==> config.mk <==
export PLATFORM = sky130hd
export DESIGN_NAME = regfile_wb_ctrl
export DESIGN_NICKNAME = d
export VERILOG_FILES = /design/src/rtl/regfile_wb_ctrl_pkg.sv /design/src/rtl/regfile_wb_ctrl_fifo.sv /design/src/rtl/regfile_wb_ctrl.sv
export SDC_FILE = /design/constraint.sdc
export NUM_CORES = 1
export LEC_CHECK = 0
export BUFFER_PORTS_ARGS = -buffer_cell sky130_fd_sc_hd__buf_2
export CAP_MARGIN = 20
export CORE_UTILIZATION = 25
export DETAILED_ROUTE_END_ITERATION = 8
export GPL_ROUTABILITY_DRIVEN = 0
export HOLD_SLACK_MARGIN = 0.12
export PLACE_DENSITY = 0.51
export SLEW_MARGIN = 20
export SYNTH_ARGS = -nofsm -noshare
export SYNTH_HDL_FRONTEND = slang
export SYNTH_SLANG_ARGS = --single-unit
export TNS_END_PERCENT = 1
==> constraint.sdc <==
create_clock -name clk -period 12.65 [get_ports clk]
set_input_delay 2.53 -clock clk [delete_from_list [all_inputs] [get_ports clk]]
set_output_delay 2.53 -clock clk [all_outputs]
set_load 0.01 [all_outputs]
==> src/rtl/regfile_wb_ctrl_pkg.sv <==
// Shared definitions for the register-file writeback controller.
//   WB_AW / WB_DW / WB_DEPTH : default address width, data width, FIFO depth
//   wb_entry_t               : one queued write {valid, waddr, wdata} at default widths
package regfile_wb_ctrl_pkg;

  localparam int unsigned WB_AW    = 4;
  localparam int unsigned WB_DW    = 64;
  localparam int unsigned WB_DEPTH = 4;

  typedef struct packed {
    logic             valid;
    logic [WB_AW-1:0] waddr;
    logic [WB_DW-1:0] wdata;
  } wb_entry_t;

endpackage

==> src/rtl/regfile_wb_ctrl_fifo.sv <==
// Load-result FIFO for the writeback controller.
// Ports:
//   clk, reset                  clock, async active-high reset
//   push, push_waddr/wdata      enqueue request (ignored when full)
//   pop                         dequeue request (ignored when empty)
//   squash, squash_addr         clear valid of every entry (incl. same-cycle push) targeting squash_addr
//   head_valid/waddr/wdata      head entry contents
//   empty, full, count          occupancy
//   r0addr/r1addr, r0/r1_match  any valid entry targets the given address
module wb_fifo #(
  parameter int unsigned DEPTH = 4,
  parameter int unsigned AW    = 4,
  parameter int unsigned DW    = 64
) (
  input  logic                     clk,
  input  logic                     reset,
  input  logic                     push,
  input  logic [AW-1:0]            push_waddr,
  input  logic [DW-1:0]            push_wdata,
  input  logic                     pop,
  input  logic                     squash,
  input  logic [AW-1:0]            squash_addr,
  output logic                     head_valid,
  output logic [AW-1:0]            head_waddr,
  output logic [DW-1:0]            head_wdata,
  output logic                     empty,
  output logic                     full,
  output logic [$clog2(DEPTH):0]   count,
  input  logic [AW-1:0]            r0addr,
  input  logic [AW-1:0]            r1addr,
  output logic                     r0_match,
  output logic                     r1_match
);

  localparam int unsigned PW = $clog2(DEPTH);
  localparam int unsigned CW = PW + 1;

  // Same layout as wb_entry_t, sized by this instance's parameters.
  typedef struct packed {
    logic          valid;
    logic [AW-1:0] waddr;
    logic [DW-1:0] wdata;
  } entry_t;

  entry_t        mem_q [DEPTH];
  logic [PW-1:0] wr_ptr_q;
  logic [PW-1:0] rd_ptr_q;
  logic [CW-1:0] count_q;
  logic          push_en;
  logic          pop_en;

  assign empty   = (count_q == '0);
  assign full    = (count_q == CW'(DEPTH));
  assign count   = count_q;
  assign push_en = push && !full;
  assign pop_en  = pop && !empty;

  assign head_valid = mem_q[rd_ptr_q].valid;
  assign head_waddr = mem_q[rd_ptr_q].waddr;
  assign head_wdata = mem_q[rd_ptr_q].wdata;

  // Popped slots have their valid bit cleared so the match logic only ever
  // sees occupied, unsquashed entries. A squashed entry keeps its slot.
  always_ff @(posedge clk or posedge reset) begin
    if (reset) begin
      wr_ptr_q <= '0;
      rd_ptr_q <= '0;
      count_q  <= '0;
      for (int unsigned i = 0; i < DEPTH; i++) begin
        mem_q[i] <= '0;
      end
    end else begin
      for (int unsigned i = 0; i < DEPTH; i++) begin
        if (squash && (mem_q[i].waddr == squash_addr)) begin
          mem_q[i].valid <= 1'b0;
        end
      end
      if (pop_en) begin
        mem_q[rd_ptr_q].valid <= 1'b0;
        rd_ptr_q              <= rd_ptr_q + PW'(1);
      end
      if (push_en) begin
        mem_q[wr_ptr_q] <= '{valid: !(squash && (push_waddr == squash_addr)),
                              waddr: push_waddr,
                              wdata: push_wdata};
        wr_ptr_q        <= wr_ptr_q + PW'(1);
      end
      count_q <= count_q + CW'(push_en) - CW'(pop_en);
    end
  end

  always_comb begin
    r0_match = 1'b0;
    r1_match = 1'b0;
    for (int unsigned i = 0; i < DEPTH; i++) begin
      r0_match = r0_match | (mem_q[i].valid && (mem_q[i].waddr == r0addr));
      r1_match = r1_match | (mem_q[i].valid && (mem_q[i].waddr == r1addr));
    end
  end

endmodule

==> src/rtl/regfile_wb_ctrl.sv <==
// Writeback controller driving the single write port of the register file.
// ALU writes take fixed priority; load writes queue in wb_fifo.
// Ports:
//   clk, reset                     clock, async active-high reset
//   alu_valid/waddr/wdata          ALU write request (always accepted)
//   mem_valid/waddr/wdata, ready   load write request with handshake
//   wea, waddr, wdata              registered register-file write port
//   r0addr/r1addr, r0/r1_pending   decode read addresses and in-flight write flags
//   fifo_count                     load FIFO occupancy
module regfile_wb_ctrl
  import regfile_wb_ctrl_pkg::*;
#(
  parameter int unsigned DEPTH = WB_DEPTH,
  parameter int unsigned AW    = WB_AW,
  parameter int unsigned DW    = WB_DW
) (
  input  logic                   clk,
  input  logic                   reset,
  input  logic                   alu_valid,
  input  logic [AW-1:0]          alu_waddr,
  input  logic [DW-1:0]          alu_wdata,
  input  logic                   mem_valid,
  output logic                   mem_ready,
  input  logic [AW-1:0]          mem_waddr,
  input  logic [DW-1:0]          mem_wdata,
  output logic                   wea,
  output logic [AW-1:0]          waddr,
  output logic [DW-1:0]          wdata,
  input  logic [AW-1:0]          r0addr,
  input  logic [AW-1:0]          r1addr,
  output logic                   r0_pending,
  output logic                   r1_pending,
  output logic [$clog2(DEPTH):0] fifo_count
);

  logic          fifo_empty;
  logic          fifo_full;
  logic          head_valid;
  logic [AW-1:0] head_waddr;
  logic [DW-1:0] head_wdata;
  logic          pop;
  logic          r0_match;
  logic          r1_match;

  assign mem_ready = !fifo_full;
  assign pop       = !alu_valid && !fifo_empty;

  wb_fifo #(
    .DEPTH(DEPTH),
    .AW   (AW),
    .DW   (DW)
  ) u_fifo (
    .clk        (clk),
    .reset      (reset),
    .push       (mem_valid),
    .push_waddr (mem_waddr),
    .push_wdata (mem_wdata),
    .pop        (pop),
    .squash     (alu_valid),
    .squash_addr(alu_waddr),
    .head_valid (head_valid),
    .head_waddr (head_waddr),
    .head_wdata (head_wdata),
    .empty      (fifo_empty),
    .full       (fifo_full),
    .count      (fifo_count),
    .r0addr     (r0addr),
    .r1addr     (r1addr),
    .r0_match   (r0_match),
    .r1_match   (r1_match)
  );

  // A popped squashed entry still drives its address/data, just with wea=0.
  always_ff @(posedge clk or posedge reset) begin
    if (reset) begin
      wea   <= 1'b0;
      waddr <= '0;
      wdata <= '0;
    end else if (alu_valid) begin
      wea   <= 1'b1;
      waddr <= alu_waddr;
      wdata <= alu_wdata;
    end else if (!fifo_empty) begin
      wea   <= head_valid;
      waddr <= head_waddr;
      wdata <= head_wdata;
    end else begin
      wea   <= 1'b0;
    end
  end

  assign r0_pending = r0_match || (wea && (waddr == r0addr));
  assign r1_pending = r1_match || (wea && (waddr == r1addr));

endmodule
== Word-level counts from Yosys, hierarchy flattened ==
Cells that the tools add are included.

* Register bits after elaboration: 352
* Bits of input ports: 148
* Logic and storage cells: 99
* Output and inout bits: 75

* Reduce and logical (&&, ||, !) cells: 27
* Muxes and demuxes: 21
* Eq/ne operators: 17
* Add/subtract/negate cells: 4
* Bitwise gates (word level): 8
* Order comparisons: 4

{| class="wikitable"
|+ Operator list
! operator !! number
|-
| $bwmux W276 || 2
|-
| $mux W276 || 2
|-
| $demux W69 S2 || 2
|-
| $mux W69 || 4
|-
| $bmux W69 S2 || 1
|-
| $mux W64 || 2
|-
| $eq A4 B4 Y1 || 15
|-
| $logic_and A1 B1 Y1 || 20
|-
| $mux W4 || 2
|-
| $ge A3 B3 Y1 const B || 2
|-
| $lt A3 B1 Y1 const B || 2
|-
| $mux W1 || 6
|-
| $not A2 Y3 || 2
|-
| $or A1 B1 Y1 || 6
|-
| $add A2 B1 Y2 const B || 2
|-
| $logic_not A1 Y1 || 4
|-
| $add A3 B1 Y3 || 1
|-
| $eq A3 B3 Y1 const B || 1
|-
| $logic_not A3 Y1 || 1
|-
| $sub A3 B1 Y3 || 1
|-
| $logic_or A1 B1 Y1 || 2
|-
| $ne A2 B2 Y1 const B || 1
|}

== Logic depth before layout (Yosys ltp) ==
Gate-level depths: netlist of run 1.

* Depth in word-level cells: 9
* Mapped depth: 9

== Cells and area by module ==
Synthesis of run 1 repeated with hierarchy kept, for this count alone.

* Cells, all modules: 1699
* Area total of the unflattened synthesis: 16513.3 um^2

{| class="wikitable"
|+ Modules (own cells, without submodules)
! module !! area each (um^2) !! seq. area each (um^2) !! times used !! cells each
|-
| wb_fifo || 13200.2 || 7081.8 || 1 || 1386
|-
| regfile_wb_ctrl || 3313.2 || 1726.7 || 1 || 313
|}

== Worst setup path before layout of run 1 ==
OpenSTA, ideal clock, no wires.

* Path type: input -> output
* From: input r1addr[1]
* To: output r1_pending
* Data arrival time: 3.303 ns
* Stages on the path: 5
* Path slack: 6.817 ns
* Cells stage by stage: clkbuf_1 > xor2_1 > nor4_1 > a31oi_1 > nand3_1

* Cells in the longest elaborated chain, start to end: 6
* Elaborated cells on any way between the ends: 14
* Those cells by class: eq/ne: 5; bitwise: 3; reduce/logical: 6

{| class="wikitable"
|+ Ends and longest elaborated chain
! element !! RTL line !! source
|-
| start, declared || regfile_wb_ctrl.sv:30 || <nowiki>input logic [AW-1:0] r1addr,</nowiki>
|-
| $eq A4 B4 Y1 || regfile_wb_ctrl_fifo.sv:97 || <nowiki>r1_match = r1_match | (mem_q[i].valid && (mem_q[i].waddr == r1addr));</nowiki>
|-
| $logic_and A1 B1 Y1 || regfile_wb_ctrl_fifo.sv:97 ||
|-
| $or A1 B1 Y1 (3 in series) || regfile_wb_ctrl_fifo.sv:97 ||
|-
| $logic_or A1 B1 Y1 (*) || regfile_wb_ctrl.sv:93 || <nowiki>assign r1_pending = r1_match || (wea && (waddr == r1addr));</nowiki>
|-
| end, declared || regfile_wb_ctrl.sv:32 || <nowiki>output logic r1_pending,</nowiki>
|}

Mark *: on every way between the ends. The rest lies on a longest branch, timed or not.

== Final worst setup path of run 1 ==
* From: input r0addr[1]
* To: output r0_pending

* Cells in the longest elaborated chain, start to end: 6
* Elaborated cells on any way between the ends: 14
* Those cells by class: eq/ne: 5; bitwise: 3; reduce/logical: 6

{| class="wikitable"
|+ Ends and longest elaborated chain
! element !! RTL line !! source
|-
| start, declared || regfile_wb_ctrl.sv:29 || <nowiki>input logic [AW-1:0] r0addr,</nowiki>
|-
| $eq A4 B4 Y1 || regfile_wb_ctrl_fifo.sv:96 || <nowiki>r0_match = r0_match | (mem_q[i].valid && (mem_q[i].waddr == r0addr));</nowiki>
|-
| $logic_and A1 B1 Y1 || regfile_wb_ctrl_fifo.sv:96 ||
|-
| $or A1 B1 Y1 (3 in series) || regfile_wb_ctrl_fifo.sv:96 ||
|-
| $logic_or A1 B1 Y1 (*) || regfile_wb_ctrl.sv:92 || <nowiki>assign r0_pending = r0_match || (wea && (waddr == r0addr));</nowiki>
|-
| end, declared || regfile_wb_ctrl.sv:31 || <nowiki>output logic r0_pending,</nowiki>
|}

Marks and branches as above.

==> out/qor_table.md, run 1 <==
| Quantity | Reported |
| --- | --- |
| Worst voltage drop across the vdd grid | 0.117 mV |
| Worst hold path type | flip-flop to flip-flop |
| Arrival @ worst endpoint | 3450 ps |
| Number of sinks handled by clock tree synthesis | 352 |
| Effective utilization at floorplan | 25.5% |
| Transition time at the pin with the least slew margin | 1080 ps |
| Total of cells resized after clock tree synthesis | 0 |
| Layout cell share with drive strength beyond 1 | 48.0% |
| Post-route worst hold slack | 501 ps |
| Most frequent cells in the layout | sky130_fd_sc_hd__dfrtp_1 (350), sky130_fd_sc_hd__mux2_4 (272), sky130_fd_sc_hd__buf_2 (221) |
| H-tree Lvls | 2 |
| Synthesis warning total | 0 |
| Boundary Pins | 223 |
| First drt pass iteration count | 5 |
| Instance area at placement | 19,200 sq um |
| Total Wirelength | 42,700 um |
| Total count of max-transition violations in the final report | 0 |
| Height of the chip | 267 um |
| Congestion Overflow GR | 0 |
| Post-CTS Hold Buffers | 0 |
| CP max-delay cell | sky130_fd_sc_hd__nor4_1 |
| Clock latency of the later-clocked register in the worst-skew pair | 560 ps |
| Area growth from synthesis to layout | 16.9% |
| Row count | 96 |
| Max Cap Violations | 0 |
| Die Span X | 267 um |
| Fin Setup TNS | 0 ps |
| Portion of synthesized cell area occupied by the leading cell type | 50.0% |
| Count of buffers added by post-CTS timing repair for setup | 0 |
| Core Util, Final | 29.8% |
| Outcome | completed |
| Total vias in the final route | 9,890 |
| LEAKAGE | 9.92 nW |
| Largest net degree at the start of global routing | 104 |
| # diodes | 0 |
| Final HPWL DP | 25,700 um |
| Most common cell after layout, fill and taps aside | sky130_fd_sc_hd__dfrtp_1 |
| Worst Clk Skew | 13.3 ps |
| DRC | 0 |
| Crit Path Category | input port to primary output |
| Clock period minus final worst setup slack | 5980 ps |
| R2R depth | 5 |
| Post-detailed-route wirelength per cell | 18.8 um |
| Gate family responsible for the most delay along the worst path | simple AND/OR/NAND/NOR gates |
| Path length in cells of the critical path | 6 |
| First element of the critical path | r0addr[1] |
| Wire length of the first global-routing pass | 67,400 um |
| Final hold violation count | 0 |
| # port buffers | 222 |
| CP max FO | 5 |
| RR Startpoint | u_fifo.rd_ptr_q[1] |
| Overall power after layout | 0.00562 W |
| Cell repeated most along the worst path | sky130_fd_sc_hd__buf_2 |
| Number of nets in the layout | 1,476 |
| Initial antenna violation count | 2 |
| Top post-synthesis cells by area | sky130_fd_sc_hd__dfrtp_1 (50%), sky130_fd_sc_hd__mux2_4 (23%), sky130_fd_sc_hd__mux4_2 (8.8%) |
| Max frequency | 167 MHz |
| Type of element capturing the critical path | primary output |
| Net count after synthesis | 1,279 |
| Full die area | 71,500 sq um |
| CP Capture Point | r0_pending |
| Design area | 20,600 sq um |
| CTS buffer count | 44 |
| Number of failing setup endpoints in the final timing report | 0 |
| R2R Setup Slk | 9710 ps |
| Number of buffers and inverters on the critical path | 2 |
| Clock root cell | sky130_fd_sc_hd__clkbuf_16 |
| Max stage delay on crit path | 290 ps |
| Pwr Density | 273 nW/um^2 |
| Post-synth top area cell | sky130_fd_sc_hd__dfrtp_1 |
| Vias in the first global route | 10,900 |
| Required time of the critical path | 10,120 ps |
| RSZ-0062 raised after global routing | false |
| Flip-flop and latch count after synthesis | 352 |
| Type of origin of the critical path | input port |
| Global router's overall resource usage | 12.2% |
| Initial DRC count | 528 |
| Area of the core | 69,200 sq um |
| Average instance area after synthesis | 15.7 sq um |
| Reg2reg end | wdata[47] |
| Antenna violation net count after detailed routing | 0 |
| Clk pin slew, worst setup/hold paths | 60 ps |
| Portion of the post-synthesis area used by sequential elements | 50.0% |
| Unique cell type count in the Yosys netlist | 33 |
| Post-synth design cell area | 17,600 sq um |
| Cells along the critical path | buf_2 > xor2_1 > nor4_1 > a31oi_1 > nand3_1 > buf_2 |
| Buffer depth of the longest clock path | 3 |
| Instance count of the mapped netlist | 1,121 |
| TritonCTS clock tree | yes |
| Via-per-instance ratio | 4.34 |
| Final cycle utilization of the critical path | 47.3% |
| Worst max-slew margin expressed relative to the limit | 27.9% |
## metal layers
metal  up-vias  track usage (%)  share of wire, %
met5         -                0             0.030
met4         2             4.03               2.6
met3        72             2.35               4.4
met2       222             19.8                48
met1      5162             16.2                45
li1       4432                -                 -
## worst reg2reg max path: stages, from the launching register on
cell	delay (ps)
sky130_fd_sc_hd__dfrtp_4	710
sky130_fd_sc_hd__buf_4	560
sky130_fd_sc_hd__buf_4	610
sky130_fd_sc_hd__mux4_2	700
sky130_fd_sc_hd__mux2i_1	140
sky130_fd_sc_hd__a21oi_1	80
## final cells by class
cell class                      instances  area (sq um)
Timing Repair Buffer                  231          1190
Sequential cell                       352          8820
Inverter                               14          60.1
Fill cell                            7025         48600
Clock buffer                           64          1290
Tap cell                              931          1160
Clock inverter                         10           111
Multi-Input combinational cell        675          7960
## report_power, final
group	switching, W	internal [W]
Clock	0.000494	0.000742
Combinational	0.000835	0.00139
Sequential	0.000443	0.00171
## kinds of logic after synthesis
logic type                 Yosys count  synth area share, %
AOI/OAI and AO/OA                   85                 2.72
DFF                                352                 50.0
and+or+nand+nor                    117                 3.14
adders and majority gates           10                0.753
muxes                              405                 35.6
buffers and inverters               94                 4.85
xor gates and xnor gates            58                 2.88
## sequential cells by signal, summed over array words and instances, names as in the netlist
register,flops
waddr,4
u_fifo.mem_q,276
wdata,64
u_fifo.count,3
wea,1
u_fifo.rd_ptr_q,2
u_fifo.wr_ptr_q,2
## per-stage QoR
| step | setup slack, ps | std cells |
|---|---|---|
| 6_report | 6670 | 2277 |
| 3_5_place_dp | 6680 | 2203 |
| 5_1_grt | 6590 | 2277 |
| 3_3_place_gp | 6660 | 2203 |
| 4_1_cts | 6660 | 2277 |
| 2_1_floorplan | 356 | 1121 |
## synthesized netlist by cell type
library cell                 n
sky130_fd_sc_hd__a21boi_2    1
sky130_fd_sc_hd__a21oi_1    64
sky130_fd_sc_hd__a222oi_1    6
sky130_fd_sc_hd__a31oi_1     4
sky130_fd_sc_hd__a41o_1      2
sky130_fd_sc_hd__buf_1       1
sky130_fd_sc_hd__buf_12     25
sky130_fd_sc_hd__buf_2      22
sky130_fd_sc_hd__buf_4       4
sky130_fd_sc_hd__buf_6       1
sky130_fd_sc_hd__buf_8       4
sky130_fd_sc_hd__clkbuf_1   23
sky130_fd_sc_hd__dfrtp_1   352
sky130_fd_sc_hd__fa_1        1
sky130_fd_sc_hd__ha_1        9
sky130_fd_sc_hd__inv_1      14
sky130_fd_sc_hd__mux2_4    272
sky130_fd_sc_hd__mux2i_1    64
sky130_fd_sc_hd__mux4_2     69
sky130_fd_sc_hd__nand2_1    16
sky130_fd_sc_hd__nand2_8     4
sky130_fd_sc_hd__nand2b_1    1
sky130_fd_sc_hd__nand3_1     6
sky130_fd_sc_hd__nand4_1     2
sky130_fd_sc_hd__nor2_1     69
sky130_fd_sc_hd__nor2_2      1
sky130_fd_sc_hd__nor3_1     11
sky130_fd_sc_hd__nor4_1      6
sky130_fd_sc_hd__o21ai_0     6
sky130_fd_sc_hd__o22ai_1     2
sky130_fd_sc_hd__or3_1       1
sky130_fd_sc_hd__xnor2_1    16
sky130_fd_sc_hd__xor2_1     42
## worst min path at each step
stage	depth (start not counted)	to	start	slack [ps]
2_1_floorplan	1	u_fifo.mem_q[119]	u_fifo.mem_q[119]	480
3_3_place_gp	1	u_fifo.mem_q[178]	u_fifo.mem_q[178]	490
4_1_cts	1	u_fifo.mem_q[140]	u_fifo.mem_q[140]	500
3_5_place_dp	1	u_fifo.mem_q[140]	u_fifo.mem_q[140]	490
5_1_grt	1	u_fifo.mem_q[51]	u_fifo.mem_q[51]	510
6_report	1	u_fifo.mem_q[177]	u_fifo.mem_q[177]	500
Power figures use the tool's default switching activity.
==> run 2: changes to the inputs <==
--- a/config.mk
+++ b/config.mk
@@ -5,13 +5,14 @@
 export SDC_FILE = /design/constraint.sdc
 export NUM_CORES = 1
 export LEC_CHECK = 0
+export ABC_AREA = 1
 export BUFFER_PORTS_ARGS = -buffer_cell sky130_fd_sc_hd__buf_2
 export CAP_MARGIN = 20
 export CORE_UTILIZATION = 25
 export DETAILED_ROUTE_END_ITERATION = 8
 export GPL_ROUTABILITY_DRIVEN = 0
 export HOLD_SLACK_MARGIN = 0.12
-export PLACE_DENSITY = 0.51
+export PLACE_DENSITY = 0.5
 export SLEW_MARGIN = 20
 export SYNTH_ARGS = -nofsm -noshare
 export SYNTH_HDL_FRONTEND = slang
==> constraint.sdc (replaced) <==
create_clock -name clk -period 5.8 [get_ports clk]
set_input_delay 1.16 -clock clk [delete_from_list [all_inputs] [get_ports clk]]
set_output_delay 1.16 -clock clk [all_outputs]
set_load 0.01 [all_outputs]
==> out/qor_table.md, run 2 <==
| Quantity | Reported | vs previous |
| --- | --- | --- |
| Outcome | completed |  |
| Number of filler cells placed in the layout | 7,080 | +0.78% |
| Routed met1 length | 25,000 um | +30% |
| Max frequency | 303 MHz |  |
| Type of element capturing the critical path | primary output |  |
| CP max FO | 8 | +3 |
| Worst setup slack after layout | 2500 ps | -4170 ps |
| Worst hold path type | flip-flop to flip-flop |  |
| Count of placed standard cells including taps | 3,218 | +46% |
| Largest net degree at the start of global routing | 141 | +36% |
| Worst max-slew margin expressed relative to the limit | 24.7% | -3.1 points |
| TritonCTS clock tree | yes |  |
| Crit Path Category | input port to primary output |  |
| Congestion Overflow GR | 0 | unchanged |
| Finished Layout Cells | 3,292 | +45% |
| Simple-gate share of the synthesized area | 25.0% | +22 points |
| Count of cells along the worst hold path | 2 | +1 |
| Reported net switching power | 0.00453 W | +160% |
| Most used flip-flop cell after synthesis | sky130_fd_sc_hd__dfrtp_1 |  |
| Number of buffers and inverters on the critical path | 4 | +2 |
| Flip-flop and latch count after synthesis | 352 | unchanged |
| Number of sinks handled by clock tree synthesis | 352 | unchanged |
| Post-synth top area cell | sky130_fd_sc_hd__dfrtp_1 |  |
| R2R Setup Slk | 3210 ps | -6500 ps |
| Boundary Pins | 223 | unchanged |
| Row count | 95 | -1.0% |
| Initial antenna violation count | 6 | +4 |
| Worst Clk Skew | 11.9 ps | -1.37 ps |
| Clock root cell | sky130_fd_sc_hd__clkbuf_16 |  |
| Cells along the critical path | buf_2 > inv_1 > nand2_1 > nand2_1 > nor2_1 > nand3_1 > nand2_1 > inv_1 > nand2_1 > buf_2 |  |
| Total vias in the final route | 15,100 | +53% |
| Required time of the critical path | 4640 ps | -5480 ps |
| Storage cell area | 8810 sq um | about the same |
| Compound-Gate Fraction of Synth Area | 13.4% | +11 points |
| Clk pin slew, worst setup/hold paths | 60 ps | about the same |
| Height of the chip | 263 um | -1.8% |
| Clock power share | 23.7% | +1.7 points |
| DRC | 0 | unchanged |
| Count of flip-flops with a built-in enable after synthesis | 0 | unchanged |
| Reg2reg end | wdata[31] |  |
| Top post-synthesis cells by area | sky130_fd_sc_hd__dfrtp_1 (52%), sky130_fd_sc_hd__nand2_1 (21%), sky130_fd_sc_hd__o21ai_0 (7.6%) |  |
| Clock latency of the later-clocked register in the worst-skew pair | 560 ps | about the same |
| Instance count of the mapped netlist | 2,238 | +100% |
| Total count of max-transition violations in the final report | 0 | unchanged |
| LEAKAGE | 10.3 nW | +3.6% |
| Count of buffers added by post-CTS timing repair for setup | 0 | unchanged |
| Routed length on met2 | 26,100 um | +27% |
| Most frequent cells in the layout | sky130_fd_sc_hd__nand2_1 (959), sky130_fd_sc_hd__dfrtp_1 (350), sky130_fd_sc_hd__o21ai_0 (259) |  |
| Synthesis warning total | 0 | unchanged |
| Uppermost signal routing layer after detailed routing | met5 |  |
| Number of nets in the layout | 2,547 | +73% |
| # diodes | 0 | unchanged |
| Via-per-instance ratio | 4.60 | +5.9% |
| Net count after synthesis | 2,396 | +87% |
| Async SR Flop Fraction | 100% | unchanged |
| RR Startpoint | u_fifo.rd_ptr_q[0] |  |
| CP max-delay cell | sky130_fd_sc_hd__buf_2 |  |
| Instance area at placement | 18,700 sq um | -2.3% |
| Number of failing setup endpoints in the final timing report | 0 | unchanged |
| P_int | 0.00656 W | +71% |
| Terminating pin of the worst hold path | wdata[60] |  |
| Gate family responsible for the most delay along the worst path | simple AND/OR/NAND/NOR gates |  |
| Most common cell after layout, fill and taps aside | sky130_fd_sc_hd__nand2_1 |  |
| Final cycle utilization of the critical path | 57.0% |  |
| Total Wirelength | 55,300 um | +29% |
| First drt pass iteration count | 5 | unchanged |
| RSZ-0062 raised after global routing | false |  |
| Average instance area after synthesis | 7.58 sq um | -52% |
| Top cell types by occurrence after synthesis | sky130_fd_sc_hd__nand2_1 (959), sky130_fd_sc_hd__dfrtp_1 (352), sky130_fd_sc_hd__o21ai_0 (259), sky130_fd_sc_hd__inv_1 (171), sky130_fd_sc_hd__a21oi_1 (147) |  |
| Design area | 20,100 sq um | -2.4% |
| Post-CTS Hold Buffers | 0 | unchanged |
| Area of the core | 67,200 sq um | -2.9% |
| Largest register FFs | 276 | unchanged |
| Antenna violation net count after detailed routing | 0 | unchanged |
| Main combinational cell family by area after synthesis | simple AND/OR/NAND/NOR gates |  |
| Post-route worst hold slack | 472 ps | -29.2 ps |
| Portion of synthesized cell area occupied by the leading cell type | 51.9% | +1.9 points |
| Vias in the first global route | 14,900 | +37% |
| Adder and majority gate portion of the synthesized area | 0.782% | +0.029 points |
| Portion of the post-synthesis area used by sequential elements | 51.9% | +1.9 points |
| Share of power burned in combinational logic | 37.4% | -2.2 points |
| Global router's overall resource usage | 16.0% | +3.8 points |
| Top-count cell post-synth | sky130_fd_sc_hd__nand2_1 |  |
| Top reg by flops | u_fifo.mem_q |  |
| Final hold violation count | 0 | unchanged |
| CTS buffer count | 42 | -4.5% |
| Layout cell share with drive strength beyond 1 | 13.4% | -35 points |
| Clock period minus final worst setup slack | 3300 ps |  |
| Post-detailed-route wirelength per cell | 16.8 um | -11% |
| Start point of the worst hold path | wdata[60] |  |
| Full die area | 68,900 sq um | -3.6% |
| Max Cap Violations | 0 | unchanged |
| # port buffers | 222 | unchanged |
| Arrival @ worst endpoint | 2140 ps | -1310 ps |
| Max stage delay on crit path | 180 ps | -110 ps |
| H-tree Lvls | 2 | unchanged |
| Worst voltage drop across the vdd grid | 0.250 mV | +110% |
| Setup WS pre-CTS | 2490 ps | -4190 ps |
| Buffer depth of the longest clock path | 3 | unchanged |
| Post-synth design cell area | 17,000 sq um | -3.7% |
| Metal3 WL | 2970 um | +59% |
| R2R depth | 7 | +2 |
| Transition time at the pin with the least slew margin | 1130 ps | +53.5 ps |
| Largest registers ranked by flip-flop count | u_fifo.mem_q (276), wdata (64), waddr (4) |  |
| Initial DRC count | 1,083 | +110% |
| Area growth from synthesis to layout | 18.4% |  |
| Switching power as a share of total power | 40.9% | +9.3 points |
| Multiplexer area fraction after synthesis | 0% | -36 points |
| Unique cell type count in the Yosys netlist | 25 | -24% |
| Wire length of the first global-routing pass | 87,300 um | +29% |
| Die Span X | 263 um | -1.8% |
| Type of origin of the critical path | input port |  |
| Pwr Density | 552 nW/um^2 | +100% |
| Total of cells resized after clock tree synthesis | 0 | unchanged |
| Effective utilization at floorplan | 25.3% | -0.19 points |
| Xor/xnor cell area share of the yosys netlist | 0.981% | -1.9 points |
| Area used by multi-input combinational logic | 6840 sq um | -14% |
| Cell repeated most along the worst path | sky130_fd_sc_hd__nand2_1 |  |
| Final HPWL DP | 33,500 um | +30% |
| Part of the total power dissipated in sequential elements | 38.9% | +0.5 points |
[run 2: power groups by stage]
| stage | registers (W) | clock network [W] | logic [W] |
|---|---|---|---|
| finish | 0.00432 | 0.00263 | 0.00415 |
| global route | 0.00445 | 0.00282 | 0.00477 |
| CTS | 0.00431 | 0.00272 | 0.00422 |
| detailed placement | 0.00434 | 0 | 0.00420 |
| global placement | 0.00431 | 0 | 0.00410 |
| floorplan | 0.00424 | 0 | 0.00286 |
[run 2: area by class of cell]
cell class,instances,area share (%)
clock buffer,63,6.18
clock inverter,11,0.554
inverter,179,3.39
multi-input combinational,1569,34.0
sequential,352,43.9
tap,873,5.44
timing repair buffer,245,6.54
[run 2: per-layer routing]
layer | global-route usage (%) | vias up
li1 | - | 7330
met1 | 21.4 | 7252
met2 | 26.5 | 461
met3 | 2.62 | 93
met4 | 4.44 | 12
met5 | 0 | -
[run 2: worst min-delay path, stage by stage (launching register included)]
cell and delay (ps):
sky130_fd_sc_hd__dfrtp_1 340, sky130_fd_sc_hd__nand2_1 50, sky130_fd_sc_hd__nand2_1 50
[run 2: worst max path at each step]
stage          cells past startpoint         endpoint  slack [ps]       from
2_1_floorplan                      1  u_fifo.count[0]         -70      reset
3_3_place_gp                      10       r1_pending        2570  r1addr[3]
3_5_place_dp                       6  u_fifo.count[1]        2490  alu_valid
4_1_cts                           10       r1_pending        2530  r1addr[1]
5_1_grt                           10       r1_pending        2420  r1addr[1]
6_report                          10       r1_pending        2500  r1addr[1]
[run 2: cell families after synthesis]
logic type               Yosys count
AND/OR/NAND/NOR                 1091
AO/OA/AOI/OAI                    449
flip-flops                       352
buffers and inverters            317
XOR/XNOR                          19
adder cells (fa/ha/maj)           10
[run 2: through the flow]
step	TNS [ps]	total power [W]	util, %
after floorplan	-26180	0.00710	-
after global placement	0	0.00841	27.9
after detailed placement	0	0.00853	27.9
after CTS	0	0.0113	29.9
after global routing	0	0.0120	29.9
final	0	0.0111	29.9
